**src/rtl/regfile_wb_arbiter_if.sv**
```systemverilog
// Write-back bus between the ALU/load producers and the regfile write-port arbiter.
// The master side drives requests and forwarding queries; the slave side is the arbiter.
interface regfile_wb_arbiter_if #(
  parameter int unsigned DEPTH = 4,
  parameter int unsigned AW    = 4,
  parameter int unsigned DW    = 32
);
  localparam int unsigned CW = $clog2(DEPTH) + 1;

  logic          alu_valid;
  logic [AW-1:0] alu_reg;
  logic [DW-1:0] alu_data;

  logic          mem_valid;
  logic          mem_ready;
  logic [AW-1:0] mem_reg;
  logic [DW-1:0] mem_data;

  logic          wr_en;
  logic [AW-1:0] wr_reg;
  logic [DW-1:0] wr_data;

  logic [AW-1:0] fwd_reg1;
  logic [AW-1:0] fwd_reg2;
  logic          fwd_hit1;
  logic [DW-1:0] fwd_data1;
  logic          fwd_hit2;
  logic [DW-1:0] fwd_data2;

  logic [CW-1:0] count;

  modport master (
    output alu_valid, alu_reg, alu_data,
    output mem_valid, mem_reg, mem_data,
    output fwd_reg1, fwd_reg2,
    input  mem_ready, wr_en, wr_reg, wr_data,
    input  fwd_hit1, fwd_data1, fwd_hit2, fwd_data2, count
  );

  modport slave (
    input  alu_valid, alu_reg, alu_data,
    input  mem_valid, mem_reg, mem_data,
    input  fwd_reg1, fwd_reg2,
    output mem_ready, wr_en, wr_reg, wr_data,
    output fwd_hit1, fwd_data1, fwd_hit2, fwd_data2, count
  );
endinterface

```
**src/rtl/regfile_wb_arbiter.sv**
```systemverilog
// Regfile write-port arbiter: ALU writes bypass, load writes queue in a FIFO drained in idle slots.
// Define WB_FWD_EN to build the forwarding search; otherwise the fwd outputs are tied to zero.
module regfile_wb_arbiter #(
  parameter int unsigned DEPTH = 4,
  parameter int unsigned AW    = 4,
  parameter int unsigned DW    = 32
) (
  input logic                 clk,
  input logic                 rst,
  regfile_wb_arbiter_if.slave bus
);
  localparam int unsigned PW = $clog2(DEPTH);
  localparam int unsigned CW = PW + 1;

  logic [AW-1:0]    r_fifo_reg  [DEPTH];
  logic [DW-1:0]    r_fifo_data [DEPTH];
  logic [DEPTH-1:0] r_kill;
  logic [PW-1:0]    r_wptr;
  logic [PW-1:0]    r_rptr;
  logic [CW-1:0]    r_count;
  logic             r_wr_en;
  logic [AW-1:0]    r_wr_reg;
  logic [DW-1:0]    r_wr_data;

  logic             w_alu_acc;
  logic             w_mem_ready;
  logic             w_push;
  logic             w_pop;
  logic [DEPTH-1:0] w_occ;

  assign w_alu_acc   = bus.alu_valid && (bus.alu_reg != '0);
  assign w_mem_ready = r_count < CW'(DEPTH);
  // Reg-0 loads complete the handshake but are never queued.
  assign w_push      = bus.mem_valid && w_mem_ready && (bus.mem_reg != '0);
  assign w_pop       = !w_alu_acc && (r_count != '0);

  always_comb begin
    logic [PW-1:0] off;
    off   = '0;
    w_occ = '0;
    for (int i = 0; i < DEPTH; i++) begin
      off      = PW'(i) - r_rptr;
      w_occ[i] = CW'(off) < r_count;
    end
  end

  always_ff @(posedge clk) begin
    if (rst) begin
      r_wr_en   <= 1'b0;
      r_wr_reg  <= '0;
      r_wr_data <= '0;
      r_count   <= '0;
      r_wptr    <= '0;
      r_rptr    <= '0;
      r_kill    <= '0;
    end else begin
      if (w_alu_acc) begin
        r_wr_en   <= 1'b1;
        r_wr_reg  <= bus.alu_reg;
        r_wr_data <= bus.alu_data;
      end else if (w_pop) begin
        // A killed head still consumes the slot, just without a write.
        r_wr_en <= !r_kill[r_rptr];
        if (!r_kill[r_rptr]) begin
          r_wr_reg  <= r_fifo_reg[r_rptr];
          r_wr_data <= r_fifo_data[r_rptr];
        end
        r_rptr <= r_rptr + PW'(1);
      end else begin
        r_wr_en <= 1'b0;
      end

      if (w_alu_acc) begin
        for (int i = 0; i < DEPTH; i++) begin
          if (w_occ[i] && (r_fifo_reg[i] == bus.alu_reg)) r_kill[i] <= 1'b1;
        end
      end

      if (w_push) begin
        r_fifo_reg[r_wptr]  <= bus.mem_reg;
        r_fifo_data[r_wptr] <= bus.mem_data;
        // Same-cycle load is older than the accepted ALU write.
        r_kill[r_wptr]      <= w_alu_acc && (bus.mem_reg == bus.alu_reg);
        r_wptr              <= r_wptr + PW'(1);
      end

      r_count <= r_count + CW'(w_push) - CW'(w_pop);
    end
  end

`ifdef WB_FWD_EN
  logic          w_hit1;
  logic          w_hit2;
  logic [DW-1:0] w_data1;
  logic [DW-1:0] w_data2;

  always_comb begin
    logic [PW-1:0] idx;
    idx     = '0;
    w_hit1  = 1'b0;
    w_hit2  = 1'b0;
    w_data1 = '0;
    w_data2 = '0;
    if (r_wr_en && (r_wr_reg == bus.fwd_reg1)) begin
      w_hit1  = 1'b1;
      w_data1 = r_wr_data;
    end
    if (r_wr_en && (r_wr_reg == bus.fwd_reg2)) begin
      w_hit2  = 1'b1;
      w_data2 = r_wr_data;
    end
    // Walk oldest to youngest so the youngest live match overrides.
    for (int k = 0; k < DEPTH; k++) begin
      idx = r_rptr + PW'(k);
      if ((CW'(k) < r_count) && !r_kill[idx]) begin
        if (r_fifo_reg[idx] == bus.fwd_reg1) begin
          w_hit1  = 1'b1;
          w_data1 = r_fifo_data[idx];
        end
        if (r_fifo_reg[idx] == bus.fwd_reg2) begin
          w_hit2  = 1'b1;
          w_data2 = r_fifo_data[idx];
        end
      end
    end
    if (bus.fwd_reg1 == '0) begin
      w_hit1  = 1'b0;
      w_data1 = '0;
    end
    if (bus.fwd_reg2 == '0) begin
      w_hit2  = 1'b0;
      w_data2 = '0;
    end
  end

  assign bus.fwd_hit1  = w_hit1;
  assign bus.fwd_data1 = w_data1;
  assign bus.fwd_hit2  = w_hit2;
  assign bus.fwd_data2 = w_data2;
`else
  logic w_unused_fwd;
  assign w_unused_fwd  = ^{bus.fwd_reg1, bus.fwd_reg2};
  assign bus.fwd_hit1  = 1'b0;
  assign bus.fwd_data1 = '0;
  assign bus.fwd_hit2  = 1'b0;
  assign bus.fwd_data2 = '0;
`endif

  assign bus.mem_ready = w_mem_ready;
  assign bus.wr_en     = r_wr_en;
  assign bus.wr_reg    = r_wr_reg;
  assign bus.wr_data   = r_wr_data;
  assign bus.count     = r_count;
endmodule

```
**src/flat_wrapper.sv**
```systemverilog
// flat-port wrapper written by rule: the top's interface ports become plain ports
module regfile_wb_arbiter_flat 
#(
  parameter int unsigned DEPTH = 4,
  parameter int unsigned AW    = 4,
  parameter int unsigned DW    = 32
)
  (clk, rst, bus_alu_valid, bus_alu_reg, bus_alu_data, bus_mem_valid, bus_mem_reg, bus_mem_data, bus_fwd_reg1, bus_fwd_reg2, bus_mem_ready, bus_wr_en, bus_wr_reg, bus_wr_data, bus_fwd_hit1, bus_fwd_data1, bus_fwd_hit2, bus_fwd_data2, bus_count);
  regfile_wb_arbiter_if #(.DEPTH(DEPTH), .AW(AW), .DW(DW)) bus_i ();
  input logic clk;
  input logic rst;
  input wire logic [$bits(bus_i.alu_valid)-1:0] bus_alu_valid;
  input wire logic [$bits(bus_i.alu_reg)-1:0] bus_alu_reg;
  input wire logic [$bits(bus_i.alu_data)-1:0] bus_alu_data;
  input wire logic [$bits(bus_i.mem_valid)-1:0] bus_mem_valid;
  input wire logic [$bits(bus_i.mem_reg)-1:0] bus_mem_reg;
  input wire logic [$bits(bus_i.mem_data)-1:0] bus_mem_data;
  input wire logic [$bits(bus_i.fwd_reg1)-1:0] bus_fwd_reg1;
  input wire logic [$bits(bus_i.fwd_reg2)-1:0] bus_fwd_reg2;
  output wire logic [$bits(bus_i.mem_ready)-1:0] bus_mem_ready;
  output wire logic [$bits(bus_i.wr_en)-1:0] bus_wr_en;
  output wire logic [$bits(bus_i.wr_reg)-1:0] bus_wr_reg;
  output wire logic [$bits(bus_i.wr_data)-1:0] bus_wr_data;
  output wire logic [$bits(bus_i.fwd_hit1)-1:0] bus_fwd_hit1;
  output wire logic [$bits(bus_i.fwd_data1)-1:0] bus_fwd_data1;
  output wire logic [$bits(bus_i.fwd_hit2)-1:0] bus_fwd_hit2;
  output wire logic [$bits(bus_i.fwd_data2)-1:0] bus_fwd_data2;
  output wire logic [$bits(bus_i.count)-1:0] bus_count;
  assign bus_i.alu_valid = bus_alu_valid;
  assign bus_i.alu_reg = bus_alu_reg;
  assign bus_i.alu_data = bus_alu_data;
  assign bus_i.mem_valid = bus_mem_valid;
  assign bus_i.mem_reg = bus_mem_reg;
  assign bus_i.mem_data = bus_mem_data;
  assign bus_i.fwd_reg1 = bus_fwd_reg1;
  assign bus_i.fwd_reg2 = bus_fwd_reg2;
  assign bus_mem_ready = bus_i.mem_ready;
  assign bus_wr_en = bus_i.wr_en;
  assign bus_wr_reg = bus_i.wr_reg;
  assign bus_wr_data = bus_i.wr_data;
  assign bus_fwd_hit1 = bus_i.fwd_hit1;
  assign bus_fwd_data1 = bus_i.fwd_data1;
  assign bus_fwd_hit2 = bus_i.fwd_hit2;
  assign bus_fwd_data2 = bus_i.fwd_data2;
  assign bus_count = bus_i.count;
  regfile_wb_arbiter #(.DEPTH(DEPTH), .AW(AW), .DW(DW)) u_core (.clk(clk), .rst(rst), .bus(bus_i));
endmodule
```
**config.mk**
```make
export PLATFORM = sky130hd
export DESIGN_NAME = regfile_wb_arbiter_flat
export DESIGN_NICKNAME = d
export VERILOG_FILES = /design/src/rtl/regfile_wb_arbiter_if.sv /design/src/rtl/regfile_wb_arbiter.sv /design/src/flat_wrapper.sv
export SDC_FILE = /design/constraint.sdc
export NUM_CORES = 1
export LEC_CHECK = 0
export CAP_MARGIN = 40
export CORE_UTILIZATION = 55
export DETAILED_ROUTE_END_ITERATION = 8
export PLACE_DENSITY = 0.84
export SLEW_MARGIN = 0
export SYNTH_ARGS = -nofsm -noshare
export SYNTH_HDL_FRONTEND = slang
export SYNTH_SLANG_ARGS = --single-unit
```
**constraint.sdc**
```tcl
create_clock -name clk -period 8.7 [get_ports clk]
set_input_delay 2.61 -clock clk [delete_from_list [all_inputs] [get_ports clk]]
set_output_delay 2.61 -clock clk [all_outputs]
set_load 0.1 [all_outputs]
```
---- Word-level counts from Yosys, hierarchy flattened ----
Memory sizes are Yosys's and may differ from the RTL's. A register that Yosys moved wholly into a read port is not among the register bits.
Index checks and enable logic that the tools add are counted.
storage, ports and cells
  flip-flop bits (word level) ............. 48
  RAM bits ................................ 144
  output and inout port bits .............. 107
  word-level logic and storage cells ...... 77
  memories kept ........................... 2
memories
  name                depth  bits a word  read ports  clocked after memory_dff  wr ports  line                      text
  u_core.r_fifo_data  4      32           1           1                         1         regfile_wb_arbiter.sv:16  logic [DW-1:0] r_fifo_data [DEPTH];
  u_core.r_fifo_reg   4      4            5           1                         1         regfile_wb_arbiter.sv:15  logic [AW-1:0] r_fifo_reg [DEPTH];
operators by class
  add/sub/neg operators ................... 8
  $lt $le $gt $ge ......................... 8
  equality and inequality tests ........... 6
  multiplexer cells ....................... 27
  bitwise logic cells ..................... 1
  reduce and logical (&&, ||, !) cells .... 18
operators with widths
  operator                                                                       number
  32-bit two-way mux                                                             3
  4-bit two-way mux                                                              6
  4-bit equality test                                                            5
  2-bit by 3-bit less-than comparator with 1-bit output                          4
  1-bit two-way mux                                                              11
  1-bit logical AND                                                              10
  2-bit two-way mux                                                              4
  4-bit nonzero test                                                             2
  2-bit by 3-bit less-than comparator with 1-bit output (second input constant)  2
  2-bit by 1-bit adder with 2-bit output (second input constant)                 2
  4-bit bitwise mux                                                              1
  2-bit AND reduction                                                            2
  1-bit by 2-bit subtractor with 2-bit output (first input constant)             2
  2-bit subtractor (first input constant)                                        2
  3-bit by 1-bit adder with 3-bit output                                         1
  3-bit less-than comparator (second input constant)                             1
  3-bit nonzero test                                                             1
  3-bit by 1-bit subtractor with 3-bit output                                    1
  1-bit binary-select mux with 2-bit select                                      1
  1-bit demux with 2-bit select                                                  1
  2-bit by 1-bit >= comparator with 1-bit output (second input constant)         1
  1-bit logical NOT                                                              2
  2-bit by 1-bit != test with 1-bit output (second input constant)               1
  2-bit nonzero test                                                             1
  1-bit NOT                                                                      1

---- Logic depth before layout (Yosys ltp) ----
  word-level depth ........................ 8
  depth in mapped cells ................... 11
  gate-level depth less buffers ........... 10

---- Worst setup path after synthesis ----
No wires, ideal clock.
  kind .................................... input to register
  start point ............................. in bus_mem_reg[2]
  end point ............................... mem u_core.r_fifo_data[0][0] (enable)
  arrival time ............................ 4.312 ns
  setup slack ............................. 3.991 ns
  stages on the path ...................... 5
  path buffers ............................ 1
  path through ............................ or4_1 -> and3_1 -> clkbuf_1 -> nor2b_1 -> and2_1
between the ends
  word-level cells in the longest chain between the ends .. 5
RTL lines
  what                                     line                      text
  from (decl)                              flat_wrapper.sv:16        input wire logic [$bits(bus_i.mem_reg)-1:0] bus_mem_reg;
  4-bit nonzero test                       regfile_wb_arbiter.sv:34  assign w_push = bus.mem_valid && w_mem_ready && (bus.mem_reg != '0);
  1-bit logical AND                        regfile_wb_arbiter.sv:34
  1-bit two-way mux                        regfile_wb_arbiter.sv:79  if (w_push) begin
  1-bit two-way mux                        regfile_wb_arbiter.sv:48  if (rst) begin
  1-bit two-way mux (implied by the code)  regfile_wb_arbiter.sv:81  r_fifo_data[r_wptr] <= bus.mem_data;
  to (decl)                                regfile_wb_arbiter.sv:16
No other way between the ends.

---- Final worst setup path ----
  start point ............................. in bus_alu_reg[1]
  end point ............................... reg u_core.r_count[2], in the netlist u_core.bus.count[2]
between the ends
  word-level cells in the longest chain between the ends .. 5
RTL lines
  what                                         line                      text
  from (decl)                                  flat_wrapper.sv:13        input wire logic [$bits(bus_i.alu_reg)-1:0] bus_alu_reg;
  4-bit nonzero test                           regfile_wb_arbiter.sv:31  assign w_alu_acc = bus.alu_valid && (bus.alu_reg != '0);
  1-bit logical AND                            regfile_wb_arbiter.sv:31
  1-bit logical NOT                            regfile_wb_arbiter.sv:35  assign w_pop = !w_alu_acc && (r_count != '0);
  1-bit logical AND                            regfile_wb_arbiter.sv:35
  3-bit by 1-bit subtractor with 3-bit output  regfile_wb_arbiter.sv:87  r_count <= r_count + CW'(w_push) - CW'(w_pop);
  to (signal assigned)                         regfile_wb_arbiter.sv:87
  to (decl)                                    regfile_wb_arbiter.sv:20  logic [CW-1:0] r_count;
No other way between the ends.
A chain may end at the register's enable or synchronous reset.

==> qor.txt <==
Critical Path AT -> 5.38 ns
Final #Nets -> 812
Vias in the first global route -> 5194
DR vias -> 4984
Die W -> 127.7 um
DR vias/cell -> 5.296
Minimum clock period -> 5.103 ns
Most frequent cells in the layout -> edfxtp_1 (144), clkdlybuf4s50_1 (115), conb_1 (66), nor2_1 (63), dfxtp_1 (48)
DP Wirelength -> 11650 um
Die area -> 16320 um2
Worst setup SP type -> primary input
Setup bufs post-CTS -> 0
Synth warn -> 0
Part of the cycle the worst path needs -> 58.65%
Root buffer cell -> clkbuf_16
Synthesized instance count -> 561
Row count -> 45
Peak supply drop -> 0.0001891 V
Main flop type after synthesis -> edfxtp_1
Htree depth -> 4
Clock buffer depth -> 2
Crit path max fanout -> 8
Max Fclk -> 196.0 MHz
Layout cells sized above 1 -> 26.99%
FFs w/ async S/R, synth -> 0%
First-iteration detailed-routing DRC count -> 293
Leak pwr -> 3.895 nW
Area of the multi-input gates -> 2869 um2
Max cap viols -> 0
Unique cell type count in the Yosys netlist -> 38
Final RePlAce weighted congestion -> 0.8839
Status -> finished clean
Final Slew Violations -> 0
Dpl cell area -> 10460 um2
Clock buffer count from CTS -> 17
CTS tree -> yes
Max reg flops -> 128
Clock Latency Late Sink -> 0.42 ns
Min Hold Slack -> 0.4902 ns
Worst-Margin Slew -> 0.7130 ns
CTS-repair resized insts -> 0
Slew Limit Headroom -> 52.10%
Final wirelength -> 17190 um
Starting Density -> 56.78%
Worst Skew -> 0.006507 ns
Hold Path Class -> flip-flop to flip-flop
Worst-path clk slew -> 0.06 ns
Worst Setup End Kind -> flip-flop
Hold buffer count at CTS -> 0
Mapped cell area -> 8696 um2
Drt wl/cell -> 18.27 um
Largest net degree at the start of global routing -> 51
First-pass GRT wire length -> 26870 um
Ports -> 191
Height of the die -> 127.7 um
DRC viols -> 0
Clk sinks -> 194
WS Path Type -> primary input to flip-flop
First-pass DRT Iterations -> 4
Yosys reg bits -> 194
Final hold violation count -> 0
Post-layout power -> 3.538 mW
Mean post-synth cell area -> 15.50 um2
Layout area overhead -> 27.89%
Utilization after layout -> 72.61%
Final instance area -> 11120 um2
Commonest non-fill, non-tap cell in the layout -> edfxtp_1
Tot GR Track Use -> 22.15%
IO Port Bufs -> 116
Antenna violations before repair -> 0
# setup viols final -> 0
ANT nets after route -> 0
Fillers -> 938
Global route overflow -> 0
Core Region -> 15310 um2
Req. time, crit path -> 8.98 ns
RSZ-0062 raised after global routing -> no
Post-synth EDFFs -> 144
Register area -> 5328 um2
Setup TNS -> 0 ns
Register area share after synthesis -> 61.24%
Pwr dens -> 318.2 nW/um2
Antenna diodes -> 0
metal layers:
metal  up-vias  routed length, um  global-route usage (%)
li1       2255                  -                       -
met1      2455               6575                   25.40
met2       233               9049                   39.00
met3        41               1045                   5.467
met4         0                520                   10.45
met5         -                  0                       0
worst paths after layout:
| path | start | depth (start not counted) | slack (ns) | end |
|---|---|---|---|---|
| hold reg to reg | u_core.bus.wr_reg[1] | 2 | 0.49 | u_core.bus.wr_reg[1] |
| hold / removal | u_core.bus.wr_reg[1] | 2 | 0.49 | u_core.bus.wr_reg[1] |
| setup reg to reg | u_core.bus.count[2] | 10 | 6.02 | u_core.bus.count[2] |
| setup / recovery | bus_alu_reg[1] | 11 | 3.60 | u_core.bus.count[2] |
cells in the mapped netlist, types with 2 or more instances:
| cell type | n | share of area (%) |
|---|---|---|
| nor2b_1 | 5 | 0.36 |
| xnor2_1 | 8 | 0.81 |
| a22o_1 | 4 | 0.40 |
| buf_4 | 67 | 5.8 |
| buf_2 | 10 | 0.58 |
| inv_1 | 9 | 0.39 |
| nor4_1 | 11 | 0.79 |
| buf_12 | 3 | 0.69 |
| nor2_2 | 15 | 1.1 |
| a311oi_1 | 6 | 0.60 |
| nor4_2 | 25 | 3.6 |
| mux4_2 | 37 | 9.6 |
| and2_1 | 4 | 0.29 |
| a221oi_1 | 6 | 0.60 |
| nor2_4 | 30 | 3.9 |
| ha_1 | 10 | 1.4 |
| dfxtp_1 | 50 | 12 |
| nor2_1 | 63 | 2.7 |
| buf_6 | 6 | 0.78 |
| xor2_1 | 18 | 1.8 |
| mux2i_1 | 5 | 0.58 |
| nor3_1 | 2 | 0.12 |
| edfxtp_1 | 144 | 50 |
| clkbuf_1 | 9 | 0.39 |
stage by stage:
stage | setup WS [ns] | instances
floorplan | 3.991 | 626
finish | 3.597 | 941
global route | 3.461 | 941
detailed placement | 3.177 | 909
CTS | 3.613 | 941
global placement | 3.332 | 862
cell families (layout without fill, tap and decap cells):
family | count (synthesis) | after routing | share of synthesized area [%]
flip-flops | 194 | 194 | 61.24
AND/OR/NAND/NOR | 161 | 161 | 13.28
buffers and inverters | 106 | 210 | 8.690
multiplexers | 42 | 42 | 10.16
XOR/XNOR | 26 | 26 | 2.619
AO/OA/AOI/OAI | 20 | 20 | 2.302
adder cells (fa/ha/maj) | 11 | 11 | 1.669
other | 1 | 66 | 0.04312
layout make-up:
class,count,share of cell area (%)
clock buffers,18,3.859
well taps,211,2.374
clock inverters,14,2.081
multi-input cells,326,25.80
repair buffers,168,17.64
inverters,10,0.3375
flip-flops and latches,194,47.91
power by group:
group	leakage, nW	switching, mW	internal [mW]
logic	1.85	0.944	0.556
clock network	0.322	0.329	0.539
registers	1.72	0.0754	1.10
total	3.90	1.35	2.19
worst max-delay path: stages:
cell and delay (ns):
clkdlybuf4s50_1 0.65, o41a_1 0.57, nor2_1 0.23, ha_1 0.28, inv_1 0.06, ha_1 0.13, inv_1 0.05, fa_1 0.38
xnor2_1 0.22, xnor2_1 0.14, nor2_1 0.05
No activity file was read; power rests on OpenSTA's default activity.
